File: config.mk
export PLATFORM = sky130hd
export DESIGN_NAME = sevseg_ctrl
export DESIGN_NICKNAME = d
export VERILOG_FILES = /design/src/rtl/sevseg_ctrl.sv
export SDC_FILE = /design/constraint.sdc
export NUM_CORES = 1
export LEC_CHECK = 0
export BUFFER_PORTS_ARGS = -buffer_cell sky130_fd_sc_hd__buf_2
export CORE_UTILIZATION = 55
export CTS_BUF_LIST = sky130_fd_sc_hd__clkbuf_8
export DETAILED_ROUTE_END_ITERATION = 7
export GPL_ROUTABILITY_DRIVEN = 1
export PLACE_DENSITY_LB_ADDON = 0.12
export SYNTH_ARGS = -nofsm -noshare
export SYNTH_HDL_FRONTEND = slang
export SYNTH_SLANG_ARGS = --single-unit
File: constraint.sdc
create_clock -name clk -period 2.5 [get_ports clk]
set_clock_uncertainty 0.2 [all_clocks]
set_input_delay 0 -clock clk [delete_from_list [all_inputs] [get_ports clk]]
set_output_delay 0 -clock clk [all_outputs]
set_load 0.05 [all_outputs]
File: src/rtl/sevseg_ctrl.sv
// sevseg_ctrl: MMIO seven-segment controller. Holds VALUE/CTRL/RAWSEG
// registers in a 16-byte window, decodes hex digits and scans four digits.
module sevseg_ctrl #(
  parameter int SCAN_DIV       = 50000,
  parameter bit SEG_ACTIVE_LOW = 1'b1,
  parameter bit SEL_ACTIVE_LOW = 1'b1
) (
  input  logic        clk,
  input  logic        rst_n,
  input  logic [31:0] addr_bus,
  input  logic [31:0] data_bus_in,
  input  logic [3:0]  data_mask_bus,
  input  logic        wr_bus,
  input  logic        rd_bus,
  output logic [31:0] data_bus_out,
  output logic [6:0]  seg,
  output logic [3:0]  sel
);

  localparam int             DW       = (SCAN_DIV > 2) ? $clog2(SCAN_DIV) : 1;
  localparam logic [DW-1:0]  DIV_LAST = DW'(SCAN_DIV - 1);
  localparam logic [6:0]     SEG_OFF  = SEG_ACTIVE_LOW ? 7'h7F : 7'h00;
  localparam logic [3:0]     SEL_OFF  = SEL_ACTIVE_LOW ? 4'hF : 4'h0;

  logic        hit;
  logic [1:0]  rsel;
  assign hit  = (addr_bus[31:4] == 28'h7000002);
  assign rsel = addr_bus[3:2];

  // ctrl_q packs only the implemented bits: {BLANK[3:0], RAW, EN}
  logic [15:0]     value_q, value_d;
  logic [5:0]      ctrl_q, ctrl_d;
  logic [3:0][6:0] raw_q, raw_d;
  logic [DW-1:0]   div_q, div_d;
  logic [1:0]      idx_q, idx_d;
  logic [31:0]     rdata_q, rdata_d;
  logic [6:0]      seg_q, seg_d;
  logic [3:0]      sel_q, sel_d;

  logic [31:0] rd_mux;
  logic [3:0]  nib;
  logic [6:0]  hex, pat, seg_act;
  logic [3:0]  blank, sel_act;
  logic        lit;

  // address bits below word granularity and the RAWSEG bit 7 lanes are never stored
  logic unused_bits;
  assign unused_bits = ^{addr_bus[1:0], data_bus_in[31], data_bus_in[23]};

  // register file writes: byte lanes gated by the mask, held strobes are idempotent
  always_comb begin
    value_d = value_q;
    ctrl_d  = ctrl_q;
    raw_d   = raw_q;
    if (wr_bus && hit) begin
      case (rsel)
        2'd0: for (int b = 0; b < 2; b++)
                if (data_mask_bus[b]) value_d[8*b +: 8] = data_bus_in[8*b +: 8];
        2'd1: if (data_mask_bus[0]) ctrl_d = {data_bus_in[7:4], data_bus_in[1:0]};
        2'd2: for (int b = 0; b < 4; b++)
                if (data_mask_bus[b]) raw_d[b] = data_bus_in[8*b +: 7];
        default: ;
      endcase
    end
  end

  // readback mux uses pre-write state, so a same-cycle write returns the old value
  always_comb begin
    case (rsel)
      2'd0:    rd_mux = {16'h0, value_q};
      2'd1:    rd_mux = {24'h0, ctrl_q[5:2], 2'b00, ctrl_q[1:0]};
      2'd2:    rd_mux = {1'b0, raw_q[3], 1'b0, raw_q[2], 1'b0, raw_q[1], 1'b0, raw_q[0]};
      default: rd_mux = 32'h0;
    endcase
    rdata_d = (rd_bus && hit) ? rd_mux : 32'h0;
  end

  // scan divider: idx advances once per SCAN_DIV cycles, independent of EN
  always_comb begin
    div_d = div_q + 1'b1;
    idx_d = idx_q;
    if (div_q == DIV_LAST) begin
      div_d = '0;
      idx_d = idx_q + 2'd1;
    end
  end

  // digit pattern selection, blanking and output polarity
  always_comb begin
    nib = value_q[{idx_q, 2'b00} +: 4];
    case (nib)
      4'h0: hex = 7'h3F;  4'h1: hex = 7'h06;  4'h2: hex = 7'h5B;  4'h3: hex = 7'h4F;
      4'h4: hex = 7'h66;  4'h5: hex = 7'h6D;  4'h6: hex = 7'h7D;  4'h7: hex = 7'h07;
      4'h8: hex = 7'h7F;  4'h9: hex = 7'h6F;  4'hA: hex = 7'h77;  4'hB: hex = 7'h7C;
      4'hC: hex = 7'h39;  4'hD: hex = 7'h5E;  4'hE: hex = 7'h79;  default: hex = 7'h71;
    endcase
    pat     = ctrl_q[1] ? raw_q[idx_q] : hex;
    blank   = ctrl_q[5:2];
    lit     = ctrl_q[0] && !blank[idx_q];
    seg_act = lit ? pat : 7'h00;
    sel_act = lit ? (4'b0001 << idx_q) : 4'h0;
    seg_d   = SEG_ACTIVE_LOW ? ~seg_act : seg_act;
    sel_d   = SEL_ACTIVE_LOW ? ~sel_act : sel_act;
  end

  // state registers with synchronous reset; reset wins over a concurrent write
  always_ff @(posedge clk) begin
    if (!rst_n) begin
      value_q <= '0;
      ctrl_q  <= 6'b000001;
      raw_q   <= '0;
      div_q   <= '0;
      idx_q   <= '0;
      rdata_q <= '0;
      seg_q   <= SEG_OFF;
      sel_q   <= SEL_OFF;
    end else begin
      value_q <= value_d;
      ctrl_q  <= ctrl_d;
      raw_q   <= raw_d;
      div_q   <= div_d;
      idx_q   <= idx_d;
      rdata_q <= rdata_d;
      seg_q   <= seg_d;
      sel_q   <= sel_d;
    end
  end

  assign data_bus_out = rdata_q;
  assign seg          = seg_q;
  assign sel          = sel_q;

endmodule
==> impl_metrics.toml <==
[status]
status = "finished, violations left"
failed_checks = "design-rule violations"

[pwr]
power.density_mw_per_mm2 = 490
p_seq_share_pct = 54.3
p_leak_nw = 2.53
switching_share_pct = 24.3
combinationalPowerShare_pct = 7.8
p_switching_uw = 783
p_clk_share_pct = 37.9
p_int_mw = 2.44
peakVddDrop_v = 0.000343

[cts]
clk_latency_ns = 0.37
cts_inserted_buffers = 9
cts_tree = "done"
clockBufferDepth = 2
cts.sink_count = 109
cts_root_buffer = "clkbuf_8"
htree_levels = 3
clkTransAtPathRegs_ns = 0.11

[detailed_routing]
m1WireLength_mm = 5.97
routed-wl-met2_mm = 6.74
wire_per_inst_um = 17.9
drt_iter0_drc = 341
dr.pass1.iters = 7
vias = 4830
avgViaCountPerCell = 5.99
wl_mm = 14.4
detail-route-antenna-nets = 0
remaining_drc_errors = 5
top_layer_used = "met4"
met3_length_mm = 1.37

[worst_setup_path]
cpMostUsedCell = "dlygate4sd3_1"
worstSetupStartpointType = "primary input"
critical-path-max-stage-delay_ns = 0.59
crit_fanout = 36
r2r_slack_ns = 0.15
cpLargestDelayFamily = "buffers and inverters"
crit_chain = "buf_2, nor4_2, and3_1, buf_4, nand4_1, dlygate4sd3_1, a21oi_1, dlygate4sd3_1"
cp_slowest_cell = "dlygate4sd3_1"
cp-end-kind = "register"
path_buf_inv = 4
arrival_ns = 2.50
required_ns = 2.62
path_class = "primary input to register"

[synth]
ys_top_cells_by_area = "dfxtp_1 43%, mux2i_1 6.5%, o31ai_1 5.3%, mux4_2 4.9%, nand4_1 4.8%"
ys_seq_elements = 109
async_reset_ff_share_pct = 0
synth.avg_cell_area_sq_um = 9.51
synth_edf_count = 0
yosysWarnings = 0
synth_top_area_cell = "dfxtp_1"
synth_cell_type_count = 52
synth.cell_area_sq_mm = 0.00509
syn_inst = 535
ys.flop_type = "dfxtp_1"
synth_top_area_share_pct = 42.9
seq_area_frac_synth_pct = 42.9

[timing]
tightest_slew_ns = 0.701
finalCritPeriodShare_pct = 95.4
slew_viol_final = 0
setup_violations = 0
slew_headroom_pct = 53.2
fmax_mhz = 419
min_period_ns = 2.39
fin_ws_ns = 0.114
holdWs_ns = 0.00745
hold_violations = 0

[placement]
place_ws_ns = 0.129
gp_congestion = 0.863
port_buffers = 108
dpl-instance-area_sq_mm = 0.00567
dp_hpwl_mm = 9.35

[die]
die_h_um = 98.2
initial_core_util_pct = 57.5
dieArea_sq_mm = 0.00964
row_count = 34
dieWidth_um = 98.2
core-area_sq_mm = 0.00885
ios = 115

[global_routing]
grt_max_degree = 41
antenna_found_initial = 0
grt_pass1_vias = 4736
grt_util_all_layers_pct = 30.5
overflow = 0
grt_pass1_wl_mm = 23.2

[finish]
final_common_cell = "dfxtp_1"
nNetsFinal = 776
antenna_cells = 0
fin_util_pct = 74.3
finalInstanceArea_sq_mm = 0.00658
layout_common_cells = "108 x dfxtp_1, 107 x buf_2, 67 x dlygate4sd3_1"
layout-drive-gt1-share_pct = 24.4
syn_to_final_growth_pct = 29.2

[min_path]
min_path_type = "primary input to register"

[job]
max_cap_violations = 0
-- sequential cells by signal (all words and copies together), names as in the netlist --
signal,cells
idx_q,2
sel,4
seg,7
div_q,16
data_bus_out,30
value_q,16
ctrl_q,6
raw_q,28
-- path summary, 6_finish.rpt --
kind / from / endpoint / depth (start not counted)
setup / recovery: addr_bus[19] / raw_q[27] / 8
hold / removal: addr_bus[3] / data_bus_out[14] / 3
setup reg to reg: idx_q[0] / seg[3] / 6
hold reg to reg: div_q[0] / div_q[0] / 1
-- per-layer routing --
| metal | track usage, % | up-vias |
|---|---|---|
| li1 | - | 2260 |
| met1 | 40.2 | 2261 |
| met2 | 50.4 | 269 |
| met3 | 6.44 | 40 |
| met4 | 9.18 | 0 |
| met5 | 0 | - |
-- metrics by stage --
stage / total power, mW / std cells / TNS, ns
after CTS: 3.22 / 805 / 0
after global routing: 3.32 / 806 / -0.00673
after global placement: 1.98 / 723 / 0
final: 3.22 / 806 / 0
after detailed placement: 1.98 / 723 / 0
after floorplan: 1.89 / 536 / 0
-- worst register-to-register path, stage by stage, from the launching register on --
cell	delay [ns]
dfxtp_1	0.44
mux4_2	0.61
ha_1	0.27
inv_1	0.08
nor2_1	0.06
a2111oi_1	0.44
o21ai_0	0.15
-- cell type report --
cell class	instances	area, sq um
clock buffer	9	124
clock inverter	7	104
fill	669	2270
inverter	13	48.8
multi-input combinational	371	2660
sequential	109	2180
tap	108	135
timing repair buffer	189	1320
-- Yosys cell counts, drive strengths merged, types with 5 or more instances --
library cell / instances
nor2: 39
a21oi: 46
nor2b: 5
nand2: 41
and2: 17
inv: 13
buf: 19
mux4: 11
nor4: 8
ha: 11
clkbuf: 24
nand3: 13
dfxtp: 109
and3: 9
nand4: 40
o21ai: 12
nor3: 5
mux2i: 33
or3: 6
o31ai: 36
xnor2: 5
-- kinds of logic after synthesis --
| kind of cell | Yosys count | share of synthesized area (%) |
|---|---|---|
| compound gates | 108 | 13.1 |
| xor+xnor | 9 | 1.55 |
| fa+ha+maj | 11 | 2.71 |
| buf+inv | 56 | 5.02 |
| flops | 109 | 42.9 |
| mux | 45 | 11.6 |
| other cells | 1 | 0.0737 |
| simple gates | 196 | 23.0 |
-- timing repair --
| action | 4_1_cts | 5_1_grt |
|---|---|---|
| gates resized for setup | 0 | 5 |
| endpoints found under the hold margin | 57 | 2 |
| endpoints found under the setup margin | 0 | 7 |
| setup buffers | 0 | 0 |
| hold buffers | 66 | 1 |
-- power groups by stage --
stage               logic, mW  clock network, mW  registers (mW)
CTS                     0.243               1.23            1.75
detailed placement      0.195                  0            1.79
floorplan              0.0825                  0            1.81
global route            0.267               1.30            1.75
global placement        0.193                  0            1.79
finish                  0.251               1.22            1.75
No activity file was read; power rests on OpenSTA's default activity.
